### src/rtl/mshr_miss_ctrl_if.sv
// Signal bundle between the D-cache miss controller, its MSHR array, the memory bus and wakeup.
// master: controller side; slave: environment side (MSHR, bus, fill path, wakeup).
interface mshr_miss_ctrl_if #(
    parameter int unsigned PADDR_W = 15,
    parameter int unsigned QSLOT_W = 8,
    parameter int unsigned TCID_W  = 7,
    parameter int unsigned DEPTH   = 8
);
    localparam int unsigned CNT_W = $clog2(DEPTH) + 1;

    logic               miss_valid;
    logic [PADDR_W-1:0] miss_paddr;
    logic [TCID_W-1:0]  miss_ptcid;
    logic               miss_ready;

    logic               mshr_hit;
    logic               mshr_full;
    logic               mshr_alloc;
    logic               mshr_dealloc;
    logic [QSLOT_W-1:0] mshr_qslots;
    logic [1:0]         mshr_wake;

    logic               bus_req_valid;
    logic [PADDR_W-1:0] bus_req_paddr;
    logic [TCID_W-1:0]  bus_req_ptcid;
    logic               bus_req_ready;

    logic               fill_valid;
    logic               fill_ready;

    logic               wake_valid;
    logic [QSLOT_W-1:0] wake_qslots;
    logic [1:0]         wake_vector;

    logic [CNT_W-1:0]   outstanding;
    logic               err;

    modport master (
        input  miss_valid, miss_paddr, miss_ptcid,
        output miss_ready,
        input  mshr_hit, mshr_full, mshr_qslots, mshr_wake,
        output mshr_alloc, mshr_dealloc,
        output bus_req_valid, bus_req_paddr, bus_req_ptcid,
        input  bus_req_ready,
        input  fill_valid,
        output fill_ready,
        output wake_valid, wake_qslots, wake_vector,
        output outstanding, err
    );

    modport slave (
        output miss_valid, miss_paddr, miss_ptcid,
        input  miss_ready,
        output mshr_hit, mshr_full, mshr_qslots, mshr_wake,
        input  mshr_alloc, mshr_dealloc,
        input  bus_req_valid, bus_req_paddr, bus_req_ptcid,
        output bus_req_ready,
        output fill_valid,
        input  fill_ready,
        input  wake_valid, wake_qslots, wake_vector,
        input  outstanding, err
    );
endinterface

### src/rtl/mshr_miss_ctrl.sv
// MSHR sequencer for the M-stage data cache: merge/allocate/stall misses, issue bus reads,
// pop the MSHR head on in-order fills and pulse the head's wake info one cycle later.
module mshr_miss_ctrl #(
    parameter int unsigned PADDR_W = 15,
    parameter int unsigned QSLOT_W = 8,
    parameter int unsigned TCID_W  = 7,
    parameter int unsigned DEPTH   = 8
) (
    input logic             clk,
    input logic             clr,
    mshr_miss_ctrl_if.master mif
);
    localparam int unsigned CNT_W = $clog2(DEPTH) + 1;

    typedef enum logic [0:0] {StIdle, StReq} state_e;

    state_e             state_q, state_d;
    logic [CNT_W-1:0]   outstanding_q, outstanding_d;
    logic [CNT_W-1:0]   issued_q, issued_d;
    logic               err_q, err_d;
    logic               wake_valid_q, wake_valid_d;
    logic [QSLOT_W-1:0] wake_qslots_q, wake_qslots_d;
    logic [1:0]         wake_vector_q, wake_vector_d;
    logic               req_valid_q, req_valid_d;
    logic [PADDR_W-1:0] req_paddr_q, req_paddr_d;
    logic [TCID_W-1:0]  req_ptcid_q, req_ptcid_d;

    logic fill_ready, fill_take, miss_ready, alloc, bus_hs, at_max;

    // Fills win over misses, which is what keeps alloc and dealloc mutually exclusive.
    assign fill_ready = (issued_q != '0);
    assign fill_take  = mif.fill_valid & fill_ready;
    assign miss_ready = (state_q == StIdle) & ~fill_take & (mif.mshr_hit | ~mif.mshr_full);
    assign alloc      = mif.miss_valid & miss_ready & ~mif.mshr_hit;
    assign bus_hs     = req_valid_q & mif.bus_req_ready;
    assign at_max     = (outstanding_q == CNT_W'(DEPTH));

    always_comb begin
        state_d     = state_q;
        req_valid_d = req_valid_q;
        req_paddr_d = req_paddr_q;
        req_ptcid_d = req_ptcid_q;
        unique case (state_q)
            StIdle: begin
                if (alloc) begin
                    state_d     = StReq;
                    req_valid_d = 1'b1;
                    req_paddr_d = mif.miss_paddr;
                    req_ptcid_d = mif.miss_ptcid;
                end
            end
            StReq: begin
                if (bus_hs) begin
                    state_d     = StIdle;
                    req_valid_d = 1'b0;
                end
            end
            default: state_d = StIdle;
        endcase
    end

    always_comb begin
        outstanding_d = outstanding_q;
        // Saturate at DEPTH; an alloc past that is flagged instead of wrapping.
        if (alloc && !at_max) begin
            outstanding_d = outstanding_q + CNT_W'(1);
        end else if (fill_take) begin
            outstanding_d = outstanding_q - CNT_W'(1);
        end
        issued_d      = issued_q + CNT_W'(bus_hs) - CNT_W'(fill_take);
        err_d         = err_q | (mif.fill_valid & ~fill_ready) | (alloc & at_max);
        wake_valid_d  = fill_take;
        wake_qslots_d = fill_take ? mif.mshr_qslots : wake_qslots_q;
        wake_vector_d = fill_take ? mif.mshr_wake : wake_vector_q;
    end

    always_ff @(posedge clk) begin
        if (clr) begin
            state_q       <= StIdle;
            outstanding_q <= '0;
            issued_q      <= '0;
            err_q         <= 1'b0;
            wake_valid_q  <= 1'b0;
            wake_qslots_q <= '0;
            wake_vector_q <= '0;
            req_valid_q   <= 1'b0;
            req_paddr_q   <= '0;
            req_ptcid_q   <= '0;
        end else begin
            state_q       <= state_d;
            outstanding_q <= outstanding_d;
            issued_q      <= issued_d;
            err_q         <= err_d;
            wake_valid_q  <= wake_valid_d;
            wake_qslots_q <= wake_qslots_d;
            wake_vector_q <= wake_vector_d;
            req_valid_q   <= req_valid_d;
            req_paddr_q   <= req_paddr_d;
            req_ptcid_q   <= req_ptcid_d;
        end
    end

    assign mif.miss_ready    = miss_ready;
    assign mif.mshr_alloc    = alloc;
    assign mif.mshr_dealloc  = fill_take;
    assign mif.fill_ready    = fill_ready;
    assign mif.bus_req_valid = req_valid_q;
    assign mif.bus_req_paddr = req_paddr_q;
    assign mif.bus_req_ptcid = req_ptcid_q;
    assign mif.wake_valid    = wake_valid_q;
    assign mif.wake_qslots   = wake_qslots_q;
    assign mif.wake_vector   = wake_vector_q;
    assign mif.outstanding   = outstanding_q;
    assign mif.err           = err_q;
endmodule

### src/flat_wrapper.sv
// flat-port wrapper written by rule: the top's interface ports become plain ports
module mshr_miss_ctrl_flat 
#(
    parameter int unsigned PADDR_W = 15,
    parameter int unsigned QSLOT_W = 8,
    parameter int unsigned TCID_W  = 7,
    parameter int unsigned DEPTH   = 8
)
  (clk, clr, mif_miss_valid, mif_miss_paddr, mif_miss_ptcid, mif_miss_ready, mif_mshr_hit, mif_mshr_full, mif_mshr_qslots, mif_mshr_wake, mif_mshr_alloc, mif_mshr_dealloc, mif_bus_req_valid, mif_bus_req_paddr, mif_bus_req_ptcid, mif_bus_req_ready, mif_fill_valid, mif_fill_ready, mif_wake_valid, mif_wake_qslots, mif_wake_vector, mif_outstanding, mif_err);
  mshr_miss_ctrl_if #(.PADDR_W(PADDR_W), .QSLOT_W(QSLOT_W), .TCID_W(TCID_W), .DEPTH(DEPTH)) mif_i ();
  input logic clk;
  input logic clr;
  input wire logic [$bits(mif_i.miss_valid)-1:0] mif_miss_valid;
  input wire logic [$bits(mif_i.miss_paddr)-1:0] mif_miss_paddr;
  input wire logic [$bits(mif_i.miss_ptcid)-1:0] mif_miss_ptcid;
  output wire logic [$bits(mif_i.miss_ready)-1:0] mif_miss_ready;
  input wire logic [$bits(mif_i.mshr_hit)-1:0] mif_mshr_hit;
  input wire logic [$bits(mif_i.mshr_full)-1:0] mif_mshr_full;
  input wire logic [$bits(mif_i.mshr_qslots)-1:0] mif_mshr_qslots;
  input wire logic [$bits(mif_i.mshr_wake)-1:0] mif_mshr_wake;
  output wire logic [$bits(mif_i.mshr_alloc)-1:0] mif_mshr_alloc;
  output wire logic [$bits(mif_i.mshr_dealloc)-1:0] mif_mshr_dealloc;
  output wire logic [$bits(mif_i.bus_req_valid)-1:0] mif_bus_req_valid;
  output wire logic [$bits(mif_i.bus_req_paddr)-1:0] mif_bus_req_paddr;
  output wire logic [$bits(mif_i.bus_req_ptcid)-1:0] mif_bus_req_ptcid;
  input wire logic [$bits(mif_i.bus_req_ready)-1:0] mif_bus_req_ready;
  input wire logic [$bits(mif_i.fill_valid)-1:0] mif_fill_valid;
  output wire logic [$bits(mif_i.fill_ready)-1:0] mif_fill_ready;
  output wire logic [$bits(mif_i.wake_valid)-1:0] mif_wake_valid;
  output wire logic [$bits(mif_i.wake_qslots)-1:0] mif_wake_qslots;
  output wire logic [$bits(mif_i.wake_vector)-1:0] mif_wake_vector;
  output wire logic [$bits(mif_i.outstanding)-1:0] mif_outstanding;
  output wire logic [$bits(mif_i.err)-1:0] mif_err;
  assign mif_i.miss_valid = mif_miss_valid;
  assign mif_i.miss_paddr = mif_miss_paddr;
  assign mif_i.miss_ptcid = mif_miss_ptcid;
  assign mif_miss_ready = mif_i.miss_ready;
  assign mif_i.mshr_hit = mif_mshr_hit;
  assign mif_i.mshr_full = mif_mshr_full;
  assign mif_i.mshr_qslots = mif_mshr_qslots;
  assign mif_i.mshr_wake = mif_mshr_wake;
  assign mif_mshr_alloc = mif_i.mshr_alloc;
  assign mif_mshr_dealloc = mif_i.mshr_dealloc;
  assign mif_bus_req_valid = mif_i.bus_req_valid;
  assign mif_bus_req_paddr = mif_i.bus_req_paddr;
  assign mif_bus_req_ptcid = mif_i.bus_req_ptcid;
  assign mif_i.bus_req_ready = mif_bus_req_ready;
  assign mif_i.fill_valid = mif_fill_valid;
  assign mif_fill_ready = mif_i.fill_ready;
  assign mif_wake_valid = mif_i.wake_valid;
  assign mif_wake_qslots = mif_i.wake_qslots;
  assign mif_wake_vector = mif_i.wake_vector;
  assign mif_outstanding = mif_i.outstanding;
  assign mif_err = mif_i.err;
  mshr_miss_ctrl #(.PADDR_W(PADDR_W), .QSLOT_W(QSLOT_W), .TCID_W(TCID_W), .DEPTH(DEPTH)) u_core (.clk(clk), .clr(clr), .mif(mif_i));
endmodule
### config.mk
export PLATFORM = sky130hd
export DESIGN_NAME = mshr_miss_ctrl_flat
export DESIGN_NICKNAME = d
export VERILOG_FILES = /design/src/rtl/mshr_miss_ctrl_if.sv /design/src/rtl/mshr_miss_ctrl.sv /design/src/flat_wrapper.sv
export SDC_FILE = /design/constraint.sdc
export NUM_CORES = 1
export LEC_CHECK = 0
export CORE_UTILIZATION = 35
export DETAILED_ROUTE_END_ITERATION = 8
export PLACE_DENSITY = 0.82
export SYNTH_ARGS = -nofsm -noshare
export SYNTH_HDL_FRONTEND = slang
export SYNTH_SLANG_ARGS = --single-unit
### constraint.sdc
create_clock -name clk -period 2.62 [get_ports clk]
set_input_delay 0.524 -clock clk [delete_from_list [all_inputs] [get_ports clk]]
set_output_delay 0.524 -clock clk [all_outputs]
set_load 0.02 [all_outputs]
==> impl_metrics.json <==
{
  "yosys_warnings": 0,
  "crit_chain": "clkdlybuf4s50_1 -> or4b_4 -> a211oi_4 -> inv_2 -> buf_4 -> ha_1 -> nand3_2 -> nand2_1 -> or3_1 -> o311ai_1",
  "seq_area_frac_synth_pct": 48.6,
  "place_area_um2": 2740,
  "routed_wl_mm": 4.39,
  "critPathCaptureType": "flip-flop",
  "finalHoldViolCount": 0,
  "clock_power_share_pct": 21.8,
  "cp_top_family": "simple AND/OR/NAND/NOR gates",
  "cts_buffers": 5,
  "p_switching_w": 0.000850,
  "path_class": "in2reg",
  "fin_skew_ns": 0.00512,
  "die-area_um2": 5470,
  "drv_slew": 0,
  "clk_pin_slew_ns": 0.08,
  "avgViaCountPerCell": 4.47,
  "p_int_w": 0.00162,
  "grt_max_degree": 41,
  "max_stage_delay_ns": 0.51,
  "critPathArrivalTime_ns": 2.82,
  "drt-initial-drc-count": 60,
  "p_sw_share_pct": 34.3,
  "fmaxAchievable_ghz": 0.383,
  "cts_root_buffer": "clkbuf_8",
  "worst_pin_slew_ns": 0.808,
  "core_area_um2": 4850,
  "clk_latency_ns": 0.29,
  "n_antenna_cell": 0,
  "n_fill_cell": 440,
  "final_common_cell": "clkdlybuf4s50_1",
  "cts.sink_count": 44,
  "die_h_um": 73.9,
  "tns_ns": 0,
  "cp-start-kind": "input pin",
  "cts.htree.levels": 2,
  "post_synth_num_cell_types": 30,
  "drive_gt1_share_pct": 10.8,
  "path_buf_inv": 3,
  "powerDensity_nw_per_um2": 856,
  "synth.avg_cell_area_um2": 8.39,
  "port_buffers": 81,
  "status": "finished, final reports clean",
  "period_share_pct": 99.6,
  "hpwl_mm": 3.14,
  "synth_edf_count": 0,
  "rsz0062_at_grt": "yes",
  "gp_congestion": 0.724,
  "grt-ovfl-total": 0,
  "pin_count": 82,
  "syn_nets": 264,
  "crit_path_top_delay_cell": "or4b_4",
  "cap_viol_max_count": 0,
  "antenna_found_initial": 0,
  "grt_usage_pct": 16.3,
  "postCtsSetupRepairBufs": 0,
  "syn2layout_area_growth_pct": 59.5,
  "hold_slack_ns": 0.455,
  "grt_pass1_vias": 1649,
  "hp-class": "reg2reg",
  "combPwrFrac_pct": 43.2,
  "syn-cell-area_um2": 1810,
  "ant_nets": 0,
  "slew_headroom_pct": 45.4,
  "syn_inst": 216,
  "drc": 0,
  "vdd_ir_drop_max_uv": 435,
  "dr.pass1.iters": 5,
  "setup_violations": 0,
  "start_util_pct": 37.4,
  "grt_first_pass_wirelength_mm": 6.84,
  "pwr-share-seq_pct": 35.0,
  "rows": 25,
  "fin_nets": 353,
  "cts_buffer_depth": 2,
  "async_flop_share_pct": 0,
  "path_max_fanout": 3,
  "yosys_most_used_dff": "dfxtp_1",
  "min_period_ns": 2.61,
  "cp.required_ns": 2.83,
  "die_w_um": 73.9,
  "synth_seq_cells": 44,
  "leakagePower_nw": 1.11,
  "routed-via-count": 1668,
  "r2r_setup_slack_ns": 0.21,
  "post_drt_wl_per_cell_um": 11.8,
  "final_cell_mix": "78 x clkdlybuf4s50_1, 68 x nand2_1, 44 x dfxtp_1",
  "postLayoutCellArea_um2": 2890,
  "cts_tree": "built"
}
final cells by class:
cell class              count  area (µm²)  area share, %
repair buffers             94         901           31.2
flip-flops and latches     44         881           30.5
multi-input cells         150         860           29.8
well taps                  67        83.8           2.90
clock buffers               6        82.6           2.86
inverters                  10        42.5           1.47
clock inverters             2        38.8           1.34
state kept, by name, indices dropped and copies added, names as in the netlist:
register / flops
u_core.mif.bus_req_valid: 1
u_core.mif.err: 1
u_core.mif.bus_req_paddr: 15
u_core.mif.wake_vector: 2
u_core.issued_q: 4
u_core.mif.wake_qslots: 8
u_core.mif.wake_valid: 1
u_core.mif.outstanding: 4
u_core.state_q: 1
u_core.mif.bus_req_ptcid: 7
worst register-to-register path, cell delays in order (launching register included):
cell     delay, ns
dfxtp_1       0.31
inv_1         0.07
ha_1          0.13
or3b_4        0.42
nand2_1       0.10
inv_1         0.10
ha_1          0.30
inv_1         0.06
ha_1          0.16
inv_1         0.06
fa_1          0.37
xor2_1        0.15
nor2_1        0.06
layer usage:
metal,vias to the layer above,part of all wire (%),GRT usage [%]
met5,-,0,0
met4,0,0.48,5.77
met3,2,6.8,5.01
met2,50,51,30.4
met1,743,41,17.2
li1,873,-,-
stage by stage:
| step | util (%) | setup WS (ns) | power [W] | std cells |
|---|---|---|---|---|
| 2_1_floorplan | - | 0.0127 | 0.00149 | 216 |
| 3_3_place_gp | 56.5 | -0.292 | 0.00188 | 365 |
| 3_5_place_dp | 56.5 | -0.384 | 0.00191 | 365 |
| 4_1_cts | 59.1 | 0.000893 | 0.00246 | 373 |
| 5_1_grt | 59.6 | -0.0615 | 0.00264 | 373 |
| 6_report | 59.6 | 0.0101 | 0.00247 | 373 |
repair_timing:
item,CTS,global route
pin swaps,0,1
setup endpoints to repair,3,4
hold buffers,0,0
hold endpoints to repair,0,0
resized for setup,4,11
power groups by stage:
stage	Combinational [W]	Clock, W	Sequential [W]
floorplan	0.000525	0	0.000962
global placement	0.00101	0	0.000872
detailed placement	0.00103	0	0.000876
CTS	0.00104	0.000561	0.000863
global route	0.00118	0.000582	0.000883
finish	0.00107	0.000539	0.000867
cell families (layout without fill, tap and decap cells):
group | after synthesis | in the layout | synth area share [%]
simple gates | 89 | 89 | 21.0
compound gates | 45 | 45 | 13.8
flops | 44 | 44 | 48.6
buf+inv | 22 | 112 | 5.94
fa+ha+maj | 9 | 9 | 7.04
xor+xnor | 4 | 4 | 1.93
mux | 3 | 3 | 1.66
synthesized netlist by cell type, types with 2 or more instances:
cell | instances | area (µm²)
nor2b_1 | 2 | 12.5
a21oi_1 | 39 | 195
buf_2 | 4 | 20.0
buf_6 | 2 | 22.5
mux2i_1 | 3 | 30.0
a21o_1 | 2 | 15.0
inv_1 | 9 | 33.8
ha_1 | 7 | 87.6
fa_1 | 2 | 40.0
nand2_1 | 68 | 255
clkbuf_1 | 6 | 22.5
dfxtp_1 | 44 | 881
xor2_1 | 3 | 26.3
nor2_1 | 8 | 30.0
nor4b_1 | 2 | 17.5
worst paths after layout:
kind,depth (start not counted),from,to
min reg2reg,2,u_core.mif.bus_req_paddr[9]$_SDFFE_PP0P_,u_core.mif.bus_req_paddr[9]$_SDFFE_PP0P_
max reg2reg,12,u_core.issued_q[2]$_SDFF_PP0_,u_core.issued_q[2]$_SDFF_PP0_
max,10,mif_miss_valid,u_core.mif.outstanding[3]$_SDFFE_PP0P_
min,2,u_core.mif.bus_req_paddr[9]$_SDFFE_PP0P_,u_core.mif.bus_req_paddr[9]$_SDFFE_PP0P_
No activity file was read; power rests on OpenSTA's default activity.
